==> src/rtl/nmea_pkg.sv <==
// Shared constants and FSM encoding for the NMEA stream arbiter.
package nmea_pkg;

    localparam logic [7:0] ASCII_DOLLAR = 8'h24;
    localparam logic [7:0] ASCII_LF     = 8'h0A;
    localparam logic [7:0] ASCII_STAR   = 8'h2A;
    localparam logic [7:0] ASCII_COMMA  = 8'h2C;

    typedef enum logic {
        ST_IDLE = 1'b0,
        ST_FWD  = 1'b1
    } arb_state_t;

endpackage

==> src/rtl/nmea_stream_arbiter_if.sv <==
// Byte streams in, forwarded stream and status out; master = source/observer, slave = arbiter.
interface nmea_stream_arbiter_if;

    logic [7:0] in0_data;
    logic       in0_flag;
    logic [7:0] in1_data;
    logic       in1_flag;
    logic [7:0] out_data;
    logic       out_flag;
    logic       sel;
    logic       busy;
    logic       abort;
    logic [7:0] drop_cnt0;
    logic [7:0] drop_cnt1;

    modport master (
        output in0_data, in0_flag, in1_data, in1_flag,
        input  out_data, out_flag, sel, busy, abort, drop_cnt0, drop_cnt1
    );

    modport slave (
        input  in0_data, in0_flag, in1_data, in1_flag,
        output out_data, out_flag, sel, busy, abort, drop_cnt0, drop_cnt1
    );

endinterface

==> src/rtl/nmea_drop_counter.sv <==
// 8-bit saturating event counter for bytes dropped on a non-granted stream.
module nmea_drop_counter (
    input  logic       clk,
    input  logic       rst_n,
    input  logic       inc,
    output logic [7:0] cnt
);

    always_ff @(posedge clk or negedge rst_n) begin
        if (!rst_n) begin
            cnt <= '0;
        end else if (inc && (cnt != 8'hFF)) begin
            cnt <= cnt + 8'd1;
        end
    end

endmodule

==> src/rtl/nmea_stream_arbiter.sv <==
// Two-stream NMEA sentence arbiter: grants on '$', forwards until LF or length overflow.
// Optional inter-byte stall timeout in FWD is enabled by defining NMEA_ARB_TIMEOUT_EN.
//
// state   | meaning
// IDLE    | waiting for '$' on either stream; other bytes ignored
// FWD     | forwarding granted stream, dropping and counting the other
module nmea_stream_arbiter
    import nmea_pkg::*;
#(
    parameter int MAX_LEN        = 82,
    parameter int TIMEOUT_CYCLES = 50_000_000
) (
    input  logic                 sys_clk,
    input  logic                 sys_rst_n,
    nmea_stream_arbiter_if.slave bus
);

    localparam int LEN_W = $clog2(MAX_LEN + 1);
    localparam logic [LEN_W-1:0] LEN_MAX = LEN_W'(MAX_LEN);
    localparam logic [LEN_W-1:0] LEN_ONE = LEN_W'(1);

    arb_state_t       state;
    logic             sel_q;
    logic             prev_win;
    logic [LEN_W-1:0] len_cnt;
    logic [7:0]       out_data_q;
    logic             out_flag_q;
    logic             abort_q;

    logic             dollar0;
    logic             dollar1;
    logic             g_flag;
    logic [7:0]       g_data;
    logic             drop_inc0;
    logic             drop_inc1;

`ifdef NMEA_ARB_TIMEOUT_EN
    localparam int TMR_W = $clog2(TIMEOUT_CYCLES + 1);
    localparam logic [TMR_W-1:0] TMR_LOAD = TMR_W'(TIMEOUT_CYCLES);
    logic [TMR_W-1:0] tmr;
`endif

    assign dollar0   = bus.in0_flag && (bus.in0_data == ASCII_DOLLAR);
    assign dollar1   = bus.in1_flag && (bus.in1_data == ASCII_DOLLAR);
    assign g_flag    = sel_q ? bus.in1_flag : bus.in0_flag;
    assign g_data    = sel_q ? bus.in1_data : bus.in0_data;
    assign drop_inc0 = (state == ST_FWD) &&  sel_q && bus.in0_flag;
    assign drop_inc1 = (state == ST_FWD) && !sel_q && bus.in1_flag;

    always_ff @(posedge sys_clk or negedge sys_rst_n) begin
        if (!sys_rst_n) begin
            state      <= ST_IDLE;
            sel_q      <= 1'b0;
            prev_win   <= 1'b1;
            len_cnt    <= '0;
            out_data_q <= '0;
            out_flag_q <= 1'b0;
            abort_q    <= 1'b0;
`ifdef NMEA_ARB_TIMEOUT_EN
            tmr        <= TMR_LOAD;
`endif
        end else begin
            out_flag_q <= 1'b0;
            abort_q    <= 1'b0;
            case (state)
                ST_IDLE: begin
                    if (dollar0 || dollar1) begin
                        // On a tie the previous winner yields
                        sel_q      <= (dollar0 && dollar1) ? ~prev_win : dollar1;
                        state      <= ST_FWD;
                        out_data_q <= ASCII_DOLLAR;
                        out_flag_q <= 1'b1;
                        len_cnt    <= LEN_ONE;
`ifdef NMEA_ARB_TIMEOUT_EN
                        tmr        <= TMR_LOAD;
`endif
                    end
                end
                ST_FWD: begin
                    if (g_flag) begin
`ifdef NMEA_ARB_TIMEOUT_EN
                        tmr <= TMR_LOAD;
`endif
                        if (g_data == ASCII_DOLLAR) begin
                            out_data_q <= g_data;
                            out_flag_q <= 1'b1;
                            len_cnt    <= LEN_ONE;
                        end else if (len_cnt == LEN_MAX) begin
                            abort_q <= 1'b1;
                            state   <= ST_IDLE;
                        end else begin
                            out_data_q <= g_data;
                            out_flag_q <= 1'b1;
                            len_cnt    <= len_cnt + LEN_ONE;
                            if (g_data == ASCII_LF) begin
                                state    <= ST_IDLE;
                                prev_win <= sel_q;
                            end
                        end
                    end
`ifdef NMEA_ARB_TIMEOUT_EN
                    else if (tmr == TMR_W'(1)) begin
                        abort_q <= 1'b1;
                        state   <= ST_IDLE;
                    end else begin
                        tmr <= tmr - TMR_W'(1);
                    end
`endif
                end
            endcase
        end
    end

    assign bus.out_data = out_data_q;
    assign bus.out_flag = out_flag_q;
    assign bus.sel      = sel_q;
    assign bus.busy     = (state == ST_FWD);
    assign bus.abort    = abort_q;

    nmea_drop_counter u_drop0 (
        .clk   (sys_clk),
        .rst_n (sys_rst_n),
        .inc   (drop_inc0),
        .cnt   (bus.drop_cnt0)
    );

    nmea_drop_counter u_drop1 (
        .clk   (sys_clk),
        .rst_n (sys_rst_n),
        .inc   (drop_inc1),
        .cnt   (bus.drop_cnt1)
    );

endmodule

==> src/flat_wrapper.sv <==
// flat-port wrapper written by rule: the top's interface ports become plain ports
module nmea_stream_arbiter_flat import nmea_pkg::*;
#(
    parameter int MAX_LEN        = 82,
    parameter int TIMEOUT_CYCLES = 50_000_000
)
  (sys_clk, sys_rst_n, bus_in0_data, bus_in0_flag, bus_in1_data, bus_in1_flag, bus_out_data, bus_out_flag, bus_sel, bus_busy, bus_abort, bus_drop_cnt0, bus_drop_cnt1);
  nmea_stream_arbiter_if bus_i ();
  input  logic sys_clk;
  input  logic sys_rst_n;
  input wire logic [$bits(bus_i.in0_data)-1:0] bus_in0_data;
  input wire logic [$bits(bus_i.in0_flag)-1:0] bus_in0_flag;
  input wire logic [$bits(bus_i.in1_data)-1:0] bus_in1_data;
  input wire logic [$bits(bus_i.in1_flag)-1:0] bus_in1_flag;
  output wire logic [$bits(bus_i.out_data)-1:0] bus_out_data;
  output wire logic [$bits(bus_i.out_flag)-1:0] bus_out_flag;
  output wire logic [$bits(bus_i.sel)-1:0] bus_sel;
  output wire logic [$bits(bus_i.busy)-1:0] bus_busy;
  output wire logic [$bits(bus_i.abort)-1:0] bus_abort;
  output wire logic [$bits(bus_i.drop_cnt0)-1:0] bus_drop_cnt0;
  output wire logic [$bits(bus_i.drop_cnt1)-1:0] bus_drop_cnt1;
  assign bus_i.in0_data = bus_in0_data;
  assign bus_i.in0_flag = bus_in0_flag;
  assign bus_i.in1_data = bus_in1_data;
  assign bus_i.in1_flag = bus_in1_flag;
  assign bus_out_data = bus_i.out_data;
  assign bus_out_flag = bus_i.out_flag;
  assign bus_sel = bus_i.sel;
  assign bus_busy = bus_i.busy;
  assign bus_abort = bus_i.abort;
  assign bus_drop_cnt0 = bus_i.drop_cnt0;
  assign bus_drop_cnt1 = bus_i.drop_cnt1;
  nmea_stream_arbiter #(.MAX_LEN(MAX_LEN), .TIMEOUT_CYCLES(TIMEOUT_CYCLES)) u_core (.sys_clk(sys_clk), .sys_rst_n(sys_rst_n), .bus(bus_i));
endmodule
==> config.mk <==
export PLATFORM = sky130hd
export DESIGN_NAME = nmea_stream_arbiter_flat
export DESIGN_NICKNAME = d
export VERILOG_FILES = /design/src/rtl/nmea_pkg.sv /design/src/rtl/nmea_stream_arbiter_if.sv /design/src/rtl/nmea_drop_counter.sv /design/src/rtl/nmea_stream_arbiter.sv /design/src/flat_wrapper.sv
export SDC_FILE = /design/constraint.sdc
export NUM_CORES = 1
export LEC_CHECK = 0
export ABC_AREA = 1
export CORE_MARGIN = 2
export CORE_UTILIZATION = 34
export CTS_BUF_LIST = sky130_fd_sc_hd__clkbuf_16
export DETAILED_ROUTE_END_ITERATION = 10
export GPL_ROUTABILITY_DRIVEN = 0
export HOLD_SLACK_MARGIN = 0.12
export MAX_ROUTING_LAYER = met4
export SLEW_MARGIN = 20
export SYNTH_ARGS = -nofsm -noshare
export SYNTH_HDL_FRONTEND = slang
export SYNTH_SLANG_ARGS = --single-unit
export TNS_END_PERCENT = 30
==> constraint.sdc <==
create_clock -name sys_clk -period 2.25 [get_ports sys_clk]
set_clock_uncertainty 0.1 [all_clocks]
set_input_delay 0.45 -clock sys_clk [delete_from_list [all_inputs] [get_ports sys_clk]]
set_output_delay 0.45 -clock sys_clk [all_outputs]
set_load 0.02 [all_outputs]
== Word-level counts from Yosys, hierarchy flattened ==
Cells that the tools add are included.

* Register bits: 36
* Logic and storage cells: 67
* Input port bits: 20

* Bitwise logic cells: 4
* Eq/ne operators: 10
* Multiplexer cells: 27
* Reductions and logical operators: 14
* $add $sub $neg: 3

{| class="wikitable"
|+ Operator list
! cell !! count
|-
| 8-bit two-way mux || 5
|-
| 7-bit two-way mux || 4
|-
| 8-bit by 6-bit equality test with 1-bit output, second input constant || 3
|-
| 8-bit by 1-bit adder with 8-bit output, second input constant || 2
|-
| 8-bit inequality test, second input constant || 2
|-
| 8-bit one-hot mux with 2 select lines || 1
|-
| 1-bit two-way mux || 14
|-
| 7-bit one-hot mux with 2 select lines || 1
|-
| 1-bit logical AND || 9
|-
| 8-bit by 4-bit equality test with 1-bit output, second input constant || 1
|-
| 7-bit by 1-bit adder with 7-bit output, second input constant || 1
|-
| 7-bit equality test, second input constant || 1
|-
| 5-bit AND reduction || 1
|-
| 1-bit NOT || 4
|-
| 1-bit one-hot mux with 2 select lines || 2
|-
| 3-bit inequality test, second input constant || 1
|-
| 3-bit AND reduction || 1
|-
| 2-bit by 1-bit inequality test with 1-bit output, second input constant || 1
|-
| 2-bit inequality test, second input constant || 1
|-
| 2-bit AND reduction || 1
|-
| 1-bit zero test || 1
|-
| 1-bit logical OR || 1
|}

== Logic depth before layout (Yosys ltp) ==
* Word-level depth: 7
* Mapped depth: 13

== Hierarchy ==
A second synthesis with hierarchy kept.

* Cell total of the unflattened synthesis: 318
* Area, all modules: 2,426.1 um^2

{| class="wikitable"
|+ By module, submodules not included
! module !! times used !! cells each !! area an instance (um^2)
|-
| nmea_stream_arbiter || 1 || 192 || 1,460.2
|-
| nmea_drop_counter || 2 || 63 || 483.0
|}

== Least setup slack after synthesis ==
No wires, ideal clock.

* Kind: register -> register
* Start point: register u_core.sel_q (netlist: u_core.bus.sel)
* End point: register u_core.out_data_q[3] (netlist: u_core.bus.out_data[3])
* Clock period less this slack: 1.775 ns
* Setup time: 0.118 ns
* Data arrival time: 1.557 ns
* Path slack: 0.475 ns
* Data required time: 2.032 ns
* Cell stages (with the launch flop): 14
* Cell sequence: dfrtp_1 buf_6 inv_6 buf_12 nand2_4 nand2_4 nand2_2 nor2_4 nand2_4 nand2_8 nand2_8 buf_12 nand3_2 nand2_1

* Cells in the longest elaborated chain, start to end: 5
* Elaborated cells on any way between the ends: 10

{| class="wikitable"
|+ RTL lines
! element !! line !! source
|-
| start: declaration || nmea_stream_arbiter.sv:23 || <nowiki>logic sel_q;</nowiki>
|-
| start signal: assignment || nmea_stream_arbiter.sv:69 || <nowiki>sel_q <= (dollar0 && dollar1) ? ~prev_win : dollar1;</nowiki>
|-
| 8-bit two-way mux || nmea_stream_arbiter.sv:46 || <nowiki>assign g_data = sel_q ? bus.in1_data : bus.in0_data;</nowiki>
|-
| 8-bit by 6-bit equality test with 1-bit output / 8-bit two-way mux (equally long branches) || nmea_stream_arbiter.sv:84, nmea_stream_arbiter.sv:88 ||
|-
| 8-bit two-way mux || nmea_stream_arbiter.sv:84 || <nowiki>if (g_data == ASCII_DOLLAR) begin</nowiki>
|-
| 8-bit two-way mux || nmea_stream_arbiter.sv:80 || <nowiki>if (g_flag) begin</nowiki>
|-
| 8-bit one-hot mux with 2 select lines || nmea_stream_arbiter.sv:65 || <nowiki>case (state)</nowiki>
|-
| end signal: assignment || nmea_stream_arbiter.sv:85 || <nowiki>out_data_q <= g_data;</nowiki>
|-
| end signal: assignment || nmea_stream_arbiter.sv:92 || <nowiki>out_data_q <= g_data;</nowiki>
|-
| end: declaration || nmea_stream_arbiter.sv:26 || <nowiki>logic [7:0] out_data_q;</nowiki>
|}

Several ways; a longest one is shown, not always the timed one. The select of a mux whose other input is x is not followed.
A chain may end at the register's enable or synchronous reset.

== Worst setup path in the final report ==
* Start point: register u_core.sel_q (netlist: u_core.bus.sel)
* End point: output bus_sel

{| class="wikitable"
|+ RTL lines
! element !! line !! source
|-
| end: declaration || flat_wrapper.sv:17 || <nowiki>output wire logic [$bits(bus_i.sel)-1:0] bus_sel;</nowiki>
|}

No word-level cell between the ends.

==> qor.txt <==
outcome = finished clean
Synth top area share = 0.390
Max Cap Viol = 0
largest net degree at the start of global routing = 19
Max Fclk = 485 MHz
Port Buf Inserts = 47
post-route setup slack = 0.186 ns
hold-critical path depth = 1
kind of cell adding the most delay to the critical path = buffers and inverters
clock-pin transition on the worst setup and hold timing paths = 0.06 ns
fin cells = 411
Worst Tran Pin Value = 0.410 ns
worst vdd ir = 0.000619 V
Worst R2R Path Depth = 11
Setup-failing EPs final = 0
sequential area share after synthesis = 0.401
Die Span X = 85.3 µm
io pins = 48
Ant. Diodes = 0
CP cell instances = clkdlybuf4s50_1
First DRT Iteration DRCs = 48
synthesized cell area = 2250 µm²
Critical Path Source Type = flip-flop
GRT Overall Usage = 0.151
HP Class = reg -> reg
worst-skew pair later-pin latency = 0.27 ns
Yosys Warn Count = 0
Slew Limit Headroom = 0.727
Post-synth EDFFs = 0
DPL Wire Length = 3.83 mm
TritonCTS clock tree = done
cell count after synthesis = 278
# rows = 29
Inst Count DP = 402
CP max stage cell = clkdlybuf4s50_1
syn nets = 302
proportion of layout cells with a drive suffix above 1 = 0.141
Sink Count = 36
vias per cell = 4.70
fillcell total = 650
vias in the first global route = 1877
setup TNS = 0 ns
Crit path required time = 1.70 ns
Synth-to-Final Area Change = 32.3%
WL met2 = 2.35 mm
TritonCTS Buffers = 5
H-tree Lvls = 2
highest metal used = met4
Crit path depth = 1
WL final = 4.99 mm
flop-to-flop setup slack = 0.36 ns
Clock Tree Root = clkbuf_16
critical path class = reg -> out
antenna violations before repair = 0
P_leak = 1.44 nW
Nets = 357
Post-synth top flop = dfrtp_1
Buf/Inv on CP = 1
Post-DRT Antenna Nets = 0
Pwr Total = 2.32 mW
post-placement worst setup slack = 0.101 ns
Post-synth ARST share = 1.00
WL met1 = 2.41 mm
WP data arrival = 1.51 ns
DIE AREA = 7280 µm²
most common cell in the netlist = nand2_1
Unique masters post-synth = 27
crit-path max cell delay = 0.68 ns
DR pass1 iterations = 4
Mapped Avg Cell Area = 8.09 µm²
Final min period = 2.06 ns
Vias = 1932
Seq cells post-synth = 36
number of setup buffers added after CTS = 0
final slew viol count = 0
total global routing overflow = 0
DRC viols = 0
pwr/cell area = 779 nW/µm²
setup repair after global routing missed its margin = false
crit-path max FO = 17
CTS Buffer Depth = 2
first-pass GRT wire length = 8.61 mm
Hold Fails Final Rpt = 0
Hold Worst Slack = 0.405 ns
final period utilization = 0.917
Crit. End Element = output pin
Avg WL per Cell = 12.1 µm
cell taking the most area after synthesis = dfrtp_1
core area = 6390 µm²
synth cell count leaders = 88 x nand2_1, 35 x dfrtp_1, 29 x inv_1
Routed met3 length = 162 µm
Die H = 85.3 µm
initial core utilization = 0.352
top post-synthesis cells by area = dfrtp_1 39%, nand2_1 15%, nand3_1 5.8%, inv_1 4.8%, nand3_2 4.5%
-- layer usage --
metal | vias up | track usage
met1 | 896 | 0.201
met3 | 6 | 0.0272
met2 | 40 | 0.232
li1 | 990 | -
met4 | 0 | 0.0519
met5 | - | -
-- kinds of logic after synthesis --
kind of cell,share of synthesized area
AND/OR/NAND/NOR,0.397
buffers and inverters,0.0924
adder cells (fa/ha/maj),0.0223
XOR/XNOR,0.0662
flip-flops,0.401
AO/OA/AOI/OAI,0.0211
-- final timing paths --
check | from | to
max | u_core.bus.sel | bus_sel
min | u_core.u_drop0.cnt[7] | u_core.u_drop0.cnt[7]
max reg2reg | u_core.bus.sel | u_core.bus.out_data[2]
min reg2reg | u_core.u_drop0.cnt[7] | u_core.u_drop0.cnt[7]
max in group asynchronous | sys_rst_n | u_core.prev_win
min in group asynchronous | sys_rst_n | u_core.u_drop0.cnt[5]
-- power by group --
group | total (mW) | internal, mW | switching (mW)
combinational | 0.647 | 0.326 | 0.321
sequential | 0.897 | 0.769 | 0.129
clock | 0.771 | 0.519 | 0.252
total | 2.32 | 1.61 | 0.701
-- placed cells by master (no fill, tap or decap), types with 2 or more instances in the layout --
| master | instances |
|---|---|
| inv_1 | 29 |
| nand2_1 | 88 |
| buf_4 | 5 |
| nand3_1 | 26 |
| clkdlybuf4s50_1 | 46 |
| nand2_4 | 3 |
| nor3_1 | 7 |
| nand2_8 | 2 |
| nand3b_1 | 2 |
| nor2_4 | 2 |
| nand2_2 | 10 |
| nor2_1 | 16 |
| clkbuf_16 | 5 |
| o21bai_1 | 2 |
| o21ai_0 | 4 |
| dfrtp_1 | 34 |
| ha_1 | 4 |
| nand4_1 | 9 |
| xor2_1 | 9 |
| nand3_2 | 10 |
| xnor2_1 | 8 |
-- what timing repair did --
| action | in CTS | in global routing |
|---|---|---|
| hold buffers | 1 | 0 |
| resized for setup | 1 | 0 |
| hold endpoints to repair | 16 | 0 |
| endpoints found under the setup margin | 1 | 0 |
-- state kept, by name, summed over array words and instances (netlist names) --
signal,count
u_core.bus.out_data,8
u_core.u_drop0.cnt,8
u_core.u_drop1.cnt,8
u_core.len_cnt,7
u_core.bus.abort,1
u_core.bus.busy,1
u_core.bus.out_flag,1
u_core.bus.sel,1
u_core.prev_win,1
-- metrics by stage --
step / instance area [µm²] / utilization
floorplan: 2250 / -
global placement: 2800 / 0.438
detailed placement: 2800 / 0.438
CTS: 2970 / 0.466
global route: 2970 / 0.466
finish: 2970 / 0.466
-- area by class of cell --
class                   instances  area (µm²)  share of cell area
well taps                      77        96.3              0.0324
clock inverters                 3        42.5              0.0143
repair buffers                 54         533               0.179
flip-flops and latches         36         903               0.304
inverters                      31         135              0.0454
multi-input cells             205        1140               0.383
clock buffers                   5         125              0.0421
Note: power is estimated with default switching activity, not from simulation.
